<file path="src/rtl/logicnets_pkg.sv">
// ---------------------------------------------------------------------------
// logicnets_pkg
//   Shared definitions for the runtime-loadable LogicNets layer.
//   - state_e : load FSM states (IDLE serves lookups, LOAD streams table entries)
//   - clog2_f : constant-function ceil(log2(value)), minimum result 1 so that
//               derived counter widths are never zero.
// ---------------------------------------------------------------------------
package logicnets_pkg;

  typedef enum logic [0:0] {
    IDLE = 1'b0,
    LOAD = 1'b1
  } state_e;

  function automatic int clog2_f(input int value);
    int r;
    r = 0;
    while ((1 << r) < value) begin
      r = r + 1;
    end
    return (r < 1) ? 1 : r;
  endfunction

endpackage

</file>
<file path="src/rtl/logicnets_lut_neuron.sv">
// ---------------------------------------------------------------------------
// logicnets_lut_neuron
//   One truth-table neuron: a 2**FAN_IN x OUT_BITS table held in flops.
//   Writes land on the rising clock edge; the read is purely combinational so
//   the enclosing layer registers the lookup result itself.
// Ports
//   clk    in  1         rising-edge clock
//   rst_n  in  1         async active-low reset, clears every entry to 0
//   we     in  1         write enable
//   waddr  in  FAN_IN    entry to write
//   wdata  in  OUT_BITS  value to write
//   raddr  in  FAN_IN    entry to read (the neuron's input bits)
//   rdata  out OUT_BITS  table[raddr]
// ---------------------------------------------------------------------------
module logicnets_lut_neuron #(
  parameter int FAN_IN   = 6,
  parameter int OUT_BITS = 1
) (
  input  logic                clk,
  input  logic                rst_n,
  input  logic                we,
  input  logic [FAN_IN-1:0]   waddr,
  input  logic [OUT_BITS-1:0] wdata,
  input  logic [FAN_IN-1:0]   raddr,
  output logic [OUT_BITS-1:0] rdata
);

  localparam int DEPTH = 1 << FAN_IN;

  logic [OUT_BITS-1:0] tbl_q [DEPTH];
  logic [OUT_BITS-1:0] tbl_d [DEPTH];

  // One register per entry, each with its own address decode.
  for (genvar gi = 0; gi < DEPTH; gi++) begin : g_entry
    always_comb begin
      tbl_d[gi] = tbl_q[gi];
      if (we && (waddr == FAN_IN'(gi))) begin
        tbl_d[gi] = wdata;
      end
    end

    always_ff @(posedge clk or negedge rst_n) begin
      if (!rst_n) begin
        tbl_q[gi] <= '0;
      end else begin
        tbl_q[gi] <= tbl_d[gi];
      end
    end
  end

  assign rdata = tbl_q[raddr];

endmodule

</file>
<file path="src/rtl/logicnets_lut_layer_pipe.sv">
// ---------------------------------------------------------------------------
// logicnets_lut_layer_pipe
//   Pipelined LogicNets layer of NUM_NEURONS truth-table neurons whose tables
//   are streamed in at runtime. Lookups use valid/ready handshakes with a
//   single registered output stage (latency 1, one vector per cycle).
//
//   Tables are loaded as one bulk stream of ENTRIES words, neuron-major:
//   entry index = n*2**FAN_IN + addr. Lookups are blocked for the whole load
//   so no vector ever sees a half-written table.
//
// Ports
//   clk        in  1                     rising-edge clock
//   rst_n      in  1                     async active-low reset
//   s_valid    in  1                     input vector valid
//   s_ready    out 1                     layer accepts an input vector
//   s_data     in  NUM_NEURONS*FAN_IN    neuron n reads bits [n*FAN_IN +: FAN_IN]
//   m_valid    out 1                     output vector valid
//   m_ready    in  1                     downstream accepts the output
//   m_data     out NUM_NEURONS*OUT_BITS  neuron n drives bits [n*OUT_BITS +: OUT_BITS]
//   cfg_start  in  1                     request a bulk table load
//   cfg_valid  in  1                     cfg_data holds the next table entry
//   cfg_data   in  OUT_BITS              table entry value
//   cfg_busy   out 1                     load in progress
//   cfg_done   out 1                     one-cycle pulse after the final entry
//
// NUM_NEURONS must be a power of two so ENTRIES is too; the load counter then
// wraps back to zero on its own after the last entry.
// ---------------------------------------------------------------------------
module logicnets_lut_layer_pipe
  import logicnets_pkg::*;
#(
  parameter int NUM_NEURONS = 8,
  parameter int FAN_IN      = 6,
  parameter int OUT_BITS    = 1
) (
  input  logic                            clk,
  input  logic                            rst_n,
  input  logic                            s_valid,
  output logic                            s_ready,
  input  logic [NUM_NEURONS*FAN_IN-1:0]   s_data,
  output logic                            m_valid,
  input  logic                            m_ready,
  output logic [NUM_NEURONS*OUT_BITS-1:0] m_data,
  input  logic                            cfg_start,
  input  logic                            cfg_valid,
  input  logic [OUT_BITS-1:0]             cfg_data,
  output logic                            cfg_busy,
  output logic                            cfg_done
);

  localparam int DEPTH   = 1 << FAN_IN;
  localparam int ENTRIES = NUM_NEURONS * DEPTH;
  localparam int CNT_W   = clog2_f(ENTRIES);
  // Upper counter bits select the neuron; zero-width for a single neuron.
  localparam int SEL_W   = CNT_W - FAN_IN;
  localparam int OUT_W   = NUM_NEURONS * OUT_BITS;

  localparam logic [CNT_W-1:0] CNT_LAST = CNT_W'(ENTRIES - 1);

  // -------------------------------------------------------------------------
  // State
  // -------------------------------------------------------------------------
  state_e             state_q,    state_d;
  logic [CNT_W-1:0]   cnt_q,      cnt_d;
  logic               cfg_done_q, cfg_done_d;
  logic               m_valid_q,  m_valid_d;
  logic [OUT_W-1:0]   m_data_q,   m_data_d;

  logic               load_wr;
  logic               xfer;
  logic [NUM_NEURONS-1:0] neuron_sel;
  logic [OUT_W-1:0]   lut_rdata;

  // -------------------------------------------------------------------------
  // Handshake
  // -------------------------------------------------------------------------
  // Input is accepted only when idle and the output stage is free or being
  // emptied this same cycle.
  assign s_ready = (state_q == IDLE) && (!m_valid_q || m_ready);
  assign xfer    = s_valid && s_ready;
  assign load_wr = (state_q == LOAD) && cfg_valid;

  // -------------------------------------------------------------------------
  // Neuron array
  // -------------------------------------------------------------------------
  for (genvar gi = 0; gi < NUM_NEURONS; gi++) begin : g_neuron
    if (SEL_W == 0) begin : g_single
      assign neuron_sel[gi] = 1'b1;
    end else begin : g_multi
      assign neuron_sel[gi] = (cnt_q[CNT_W-1:FAN_IN] == SEL_W'(gi));
    end

    logicnets_lut_neuron #(
      .FAN_IN   (FAN_IN),
      .OUT_BITS (OUT_BITS)
    ) u_neuron (
      .clk   (clk),
      .rst_n (rst_n),
      .we    (load_wr && neuron_sel[gi]),
      .waddr (cnt_q[FAN_IN-1:0]),
      .wdata (cfg_data),
      .raddr (s_data[gi*FAN_IN +: FAN_IN]),
      .rdata (lut_rdata[gi*OUT_BITS +: OUT_BITS])
    );
  end

  // -------------------------------------------------------------------------
  // Next-state logic: load FSM, counter, output register
  // -------------------------------------------------------------------------
  always_comb begin
    state_d    = state_q;
    cnt_d      = cnt_q;
    cfg_done_d = 1'b0;
    m_valid_d  = m_valid_q;
    m_data_d   = m_data_q;

    case (state_q)
      IDLE: begin
        // A held output must drain first so the vector in flight was looked
        // up against one consistent set of tables.
        if (cfg_start && !m_valid_q) begin
          state_d = LOAD;
        end
      end
      LOAD: begin
        if (cfg_valid) begin
          // Power-of-two ENTRIES: the increment past CNT_LAST wraps to 0.
          cnt_d = cnt_q + CNT_W'(1);
          if (cnt_q == CNT_LAST) begin
            state_d    = IDLE;
            cfg_done_d = 1'b1;
          end
        end
      end
      default: begin
        state_d = IDLE;
      end
    endcase

    if (xfer) begin
      m_valid_d = 1'b1;
      m_data_d  = lut_rdata;
    end else if (m_ready) begin
      // m_data is left alone so the last result stays visible.
      m_valid_d = 1'b0;
    end
  end

  always_ff @(posedge clk or negedge rst_n) begin
    if (!rst_n) begin
      state_q    <= IDLE;
      cnt_q      <= '0;
      cfg_done_q <= 1'b0;
      m_valid_q  <= 1'b0;
      m_data_q   <= '0;
    end else begin
      state_q    <= state_d;
      cnt_q      <= cnt_d;
      cfg_done_q <= cfg_done_d;
      m_valid_q  <= m_valid_d;
      m_data_q   <= m_data_d;
    end
  end

  // -------------------------------------------------------------------------
  // Outputs
  // -------------------------------------------------------------------------
  assign m_valid  = m_valid_q;
  assign m_data   = m_data_q;
  assign cfg_busy = (state_q == LOAD);
  assign cfg_done = cfg_done_q;

endmodule

</file>
<file path="config.mk">
export PLATFORM = sky130hd
export DESIGN_NAME = logicnets_lut_layer_pipe
export DESIGN_NICKNAME = d
export VERILOG_FILES = /design/src/rtl/logicnets_pkg.sv /design/src/rtl/logicnets_lut_neuron.sv /design/src/rtl/logicnets_lut_layer_pipe.sv
export SDC_FILE = /design/constraint.sdc
export NUM_CORES = 1
export LEC_CHECK = 0
export BUFFER_PORTS_ARGS = -buffer_cell sky130_fd_sc_hd__buf_2
export CAP_MARGIN = 40
export CORE_UTILIZATION = 55
export CTS_BUF_LIST = sky130_fd_sc_hd__clkbuf_8
export DETAILED_ROUTE_END_ITERATION = 16
export GPL_TIMING_DRIVEN = 0
export PLACE_DENSITY_LB_ADDON = 0.12
export SETUP_SLACK_MARGIN = 0.1
export SYNTH_ARGS = -nofsm -noshare
export SYNTH_HDL_FRONTEND = slang
export SYNTH_HIERARCHICAL = 1
export SYNTH_SLANG_ARGS = --single-unit
</file>
<file path="constraint.sdc">
create_clock -name clk -period 2.99 [get_ports clk]
set_clock_uncertainty 0.15 [all_clocks]
set_input_delay 0.4485 -clock clk [delete_from_list [all_inputs] [get_ports clk]]
set_output_delay 0.4485 -clock clk [all_outputs]
set_load 0.05 [all_outputs]
</file>
==> results by stage <==
Final layout:
- The top cell types in the final layout, fill and taps aside, are 527 x sky130_fd_sc_hd__dfrtp_1, 522 x sky130_fd_sc_hd__mux2_2, 394 x sky130_fd_sc_hd__nand2_1.
- The filler cells instantiated in the layout total ~3900.
- Leaving out fill and tap cells, the most frequent cell in the layout is sky130_fd_sc_hd__dfrtp_1.
- Compared with the post-synthesis result, the final layout area differs by 12.11%.
- Of the cells placed in the final design, the portion with a size suffix greater than 1 is 0.3497.
- For this run, the post-layout net count is roughly 2500.

Die:
- The area of the placeable core is 49250 µm².
- The floorplan step defined a die boundary enclosing 51090 µm².
- In this run the horizontal extent of the chip is 226.0 µm.
- The initial core utilization is 0.5604.
- 67 I/O pins were placed.
- The y dimension of the die is 226.0 µm.
- The total number of placement rows is 81.

Global route:
- The number of antenna violations at the first check in global routing is 2.
- For this run, the total global-route usage over all layers was measured as 0.2817.
- The first global-routing pass estimated 111.4 mm of wire.
- The global route total overflow is 0.
- The pin count of the biggest net entering global routing is 125.
- The via count of the first global-routing pass is 20350.

Setup path:
- The slowest stage of the critical path is the sky130_fd_sc_hd__nor2_1 cell.
- Data on the critical path is required at its endpoint by 3.39 ns.
- The worst setup path is launched from a flop.
- The critical-path maximum fanout is 10.
- The startpoint-to-endpoint class of the critical path is reg -> reg.
- The type of element capturing the critical path is a flop.
- In this design, the stage delay of the slowest critical-path cell is between 0.5 and 0.6 ns.
- The critical path goes through nand3_1 -> nor2_1 -> nor3b_1 -> clkbuf_1 -> nand2_1 -> mux2_2.
- Data on the critical path arrives at its endpoint at 3.20 ns.

STA:
- Setup repair after global routing left no endpoint under its margin.
- Of the available clock period, the critical path in the final layout requires 0.9349.
- The transition time of the tightest slew-check pin is 0.9028 ns.
- The number of slew-limit violations in the final report came to 0.
- The final hold violation count is 0.
- The post-layout minimum cycle time is 2.795 ns.
- Setup violations remaining at the end of the flow were counted as 0.
- Static timing analysis puts the maximum clock frequency at about 0.36 GHz.
- The remaining max-slew budget at the tightest pin is 0.3926.
- After layout, the worst setup slack is approximately 0.2 ns.

Detailed routing:
- The vias after detailed routing is about 19000.
- The number of search-and-repair iterations in the first detailed-routing pass is 5.
- The ratio of routed vias to standard cells is approximately 6.0.
- The overall routed net length is 69.12 mm.
- After the first detailed-routing iteration, the DRC count stood at 1463.
- In the final routed layout, each cell accounts on average for 21.68 µm.
- The count of nets left with antenna violations once routing finished came out at 0.
- The DRC violation count after routing is 0.

Logic synthesis:
- The adder-cell share of the synthesized area is 0.0009065.
- The per-instance average area after synthesis is 12.05 µm².
- Synthesis inferred 532 register bits.
- The cell area after synthesis is 27600 µm².
- The warning count from the yosys run is 6.
- Of the post-synthesis cell area, the part taken by muxes is 0.3315.
- After synthesis, the largest family of logic cells by area is multiplexers.
- Of the total synthesized cell area, the portion taken by AND, OR, NAND and NOR gates is 0.1478.
- The share of the synthesized area in compound gates (AO/OA/AOI/OAI) is 0.01360.
- Synthesis produced a netlist whose cell count is 2290.
- The fraction of synthesized cell area taken by the top area cell type is 0.4823.
- The most area-hungry cell type in the Yosys netlist is sky130_fd_sc_hd__dfrtp_1.
- Of the total synthesized cell area, the portion taken by XOR and XNOR cells is 0.002221.
- For this run, the register share of the synthesized area comes to 0.4823.
- In the post-synthesis netlist, the biggest area contributors are sky130_fd_sc_hd__dfrtp_1 48%, sky130_fd_sc_hd__mux2_2 21%, sky130_fd_sc_hd__mux4_2 6.5%.
- After synthesis, the netlist uses 37 different library cells.
- The synthesized netlist net count is 2347.

Power:
- In this run the static leakage power is 0.01424 µW.
- The power after layout is 18720 µW.
- The largest vdd supply drop is 0.0003831 V.
- In this run the power density over the cells is 605.1 nW/µm².

Run status:
- The flow ran to the end, and the final reports show no timing, DRC or antenna violations.

Clock tree:
- The tree built by TritonCTS fans out to roughly 530 sinks.
- For the worst-skew pair, the clock arrives at the later sink with an insertion delay of ~0.68 ns.
- The root cell of the clock tree is sky130_fd_sc_hd__clkbuf_8.
- The number of buffers between clock root and the deepest sink is 3.
- The H-tree generated during clock tree synthesis spans 3 levels.
- The clock transition time at the flip-flop clock pins of the worst setup and hold paths is 0.06 ns.
- The TritonCTS clock tree is done.
- Clock tree synthesis inserted a total of 91 buffers.

Run:
- Max-cap violations in this run came to 0.

Placed design:
- During placement, the flow inserted port buffers numbering 49.
- The wire-length estimate of the detail-placed layout is 47.30 mm.
- Routability-driven placement finished with a final weighted congestion of 0.8710.
- At the placement stage, the worst setup path has a slack of 0.001424 ns.

Min path:
- The class of the tightest hold or removal check is in -> reg.
==> where the power goes <==
group          switching (µW)  leakage [µW]  internal (µW)
clock network            3010       0.00106           3740
registers                 552       0.00737           7620
logic                    2530       0.00581           1270
==> per-stage QoR <==
stage	cells	area, µm²	utilization	setup TNS [ns]	hold WS, ns
finish	3188	30950	0.6283	0	0.05598
global route	3187	30940	0.6282	0	0.04354
CTS	3186	30930	0.6280	0	0.003539
detailed placement	3023	29010	0.5891	0	0.3345
global placement	3003	28680	0.5823	-5281.57	0.3284
floorplan	2290	27600	-	0	0.002909
==> layout make-up <==
cell class                      instances  area [µm²]  share of cell area
Clock inverter                         43       277.8            0.008976
Tap cell                              664       830.8             0.02685
Buffer                                137       591.8             0.01912
Antenna cell                            2       5.005           0.0001617
Inverter                                2       7.507           0.0002426
Timing Repair Buffer                   73       606.8             0.01961
Clock buffer                          116        1597             0.05159
Multi-Input combinational cell       1619       13710              0.4431
Sequential cell                       532       13320              0.4304
==> critical path, delay by kind of cell, from the launching register on <==
kind	cells	cell delay [ns]
multiplexers	1	0.30
flip-flops	1	0.50
AND/OR/NAND/NOR	4	1.27
buffers and inverters	1	0.46
==> routing by layer <==
metal,track usage,vias to the layer above,part of all wire
li1,-,8559,-
met1,0.3820,9848,0.44
met2,0.4516,627,0.48
met3,0.04905,137,0.058
met4,0.1131,0,0.029
met5,0,-,0
==> Yosys cell counts <==
master / n
sky130_fd_sc_hd__dfrtp_1: 532
sky130_fd_sc_hd__mux2_2: 522
sky130_fd_sc_hd__nand2_1: 394
sky130_fd_sc_hd__nor2_1: 223
sky130_fd_sc_hd__clkbuf_1: 112
sky130_fd_sc_hd__mux4_2: 80
sky130_fd_sc_hd__mux4_1: 56
sky130_fd_sc_hd__nor3_1: 56
sky130_fd_sc_hd__nand3_1: 46
sky130_fd_sc_hd__or2_2: 41
sky130_fd_sc_hd__nand2b_1: 34
sky130_fd_sc_hd__a22oi_1: 16
sky130_fd_sc_hd__nand3b_1: 16
sky130_fd_sc_hd__nand4_1: 16
sky130_fd_sc_hd__nor2b_1: 16
sky130_fd_sc_hd__a21oi_1: 9
sky130_fd_sc_hd__buf_6: 9
sky130_fd_sc_hd__nor4_1: 9
sky130_fd_sc_hd__a21boi_0: 8
sky130_fd_sc_hd__a32o_1: 8
sky130_fd_sc_hd__a41oi_1: 8
sky130_fd_sc_hd__and2b_1: 8
sky130_fd_sc_hd__and3_1: 8
sky130_fd_sc_hd__and3b_1: 8
sky130_fd_sc_hd__buf_1: 8
sky130_fd_sc_hd__buf_2: 8
sky130_fd_sc_hd__nor3b_1: 8
sky130_fd_sc_hd__or2_0: 8
sky130_fd_sc_hd__or3b_2: 8
sky130_fd_sc_hd__xor2_1: 4
sky130_fd_sc_hd__xnor2_1: 3
sky130_fd_sc_hd__ha_1: 2
sky130_fd_sc_hd__inv_1: 2
sky130_fd_sc_hd__and3_2: 1
sky130_fd_sc_hd__nand2_2: 1
sky130_fd_sc_hd__nor2b_4: 1
sky130_fd_sc_hd__nor3b_4: 1
==> cells by family (layout without fill, tap and decap cells) <==
logic type | Yosys count | after routing
flops | 532 | 532
compound gates | 49 | 49
xor+xnor | 7 | 7
buf+inv | 139 | 371
simple gates | 903 | 903
fa+ha+maj | 2 | 2
other cells | 0 | 2
mux | 658 | 658
==> final timing paths <==
path / from / endpoint / slack (ns) / cells after the start
setup / recovery: cnt_q[8] / g_neuron[7].u_neuron/tbl_q[57] / 0.19 / 6
hold / removal: s_data[5] / m_data[0] / 0.06 / 3
setup reg to reg: cnt_q[8] / g_neuron[7].u_neuron/tbl_q[57] / 0.19 / 6
hold reg to reg: g_neuron[6].u_neuron/tbl_q[54] / g_neuron[6].u_neuron/tbl_q[54] / 0.34 / 1
max in group asynchronous: rst_n / g_neuron[6].u_neuron/tbl_q[38] / 0.82 / 4
min in group asynchronous: rst_n / m_data[1] / 0.24 / 2
==> registers in the layout, summed over array words and instances (netlist names) <==
register                 flops
g_neuron.u_neuron/tbl_q    512
cnt_q                        9
m_data                       8
cfg_busy                     1
cfg_done                     1
m_valid                      1
==> what timing repair did <==
action	CTS	global route
buffers inserted	0	0
cloned	0	0
pin swaps	0	0
hold endpoints to repair	91	0
hold buffers	4	0
setup endpoints to repair	2	80
resized for setup	1	2
No activity file was read; power rests on OpenSTA's default activity.
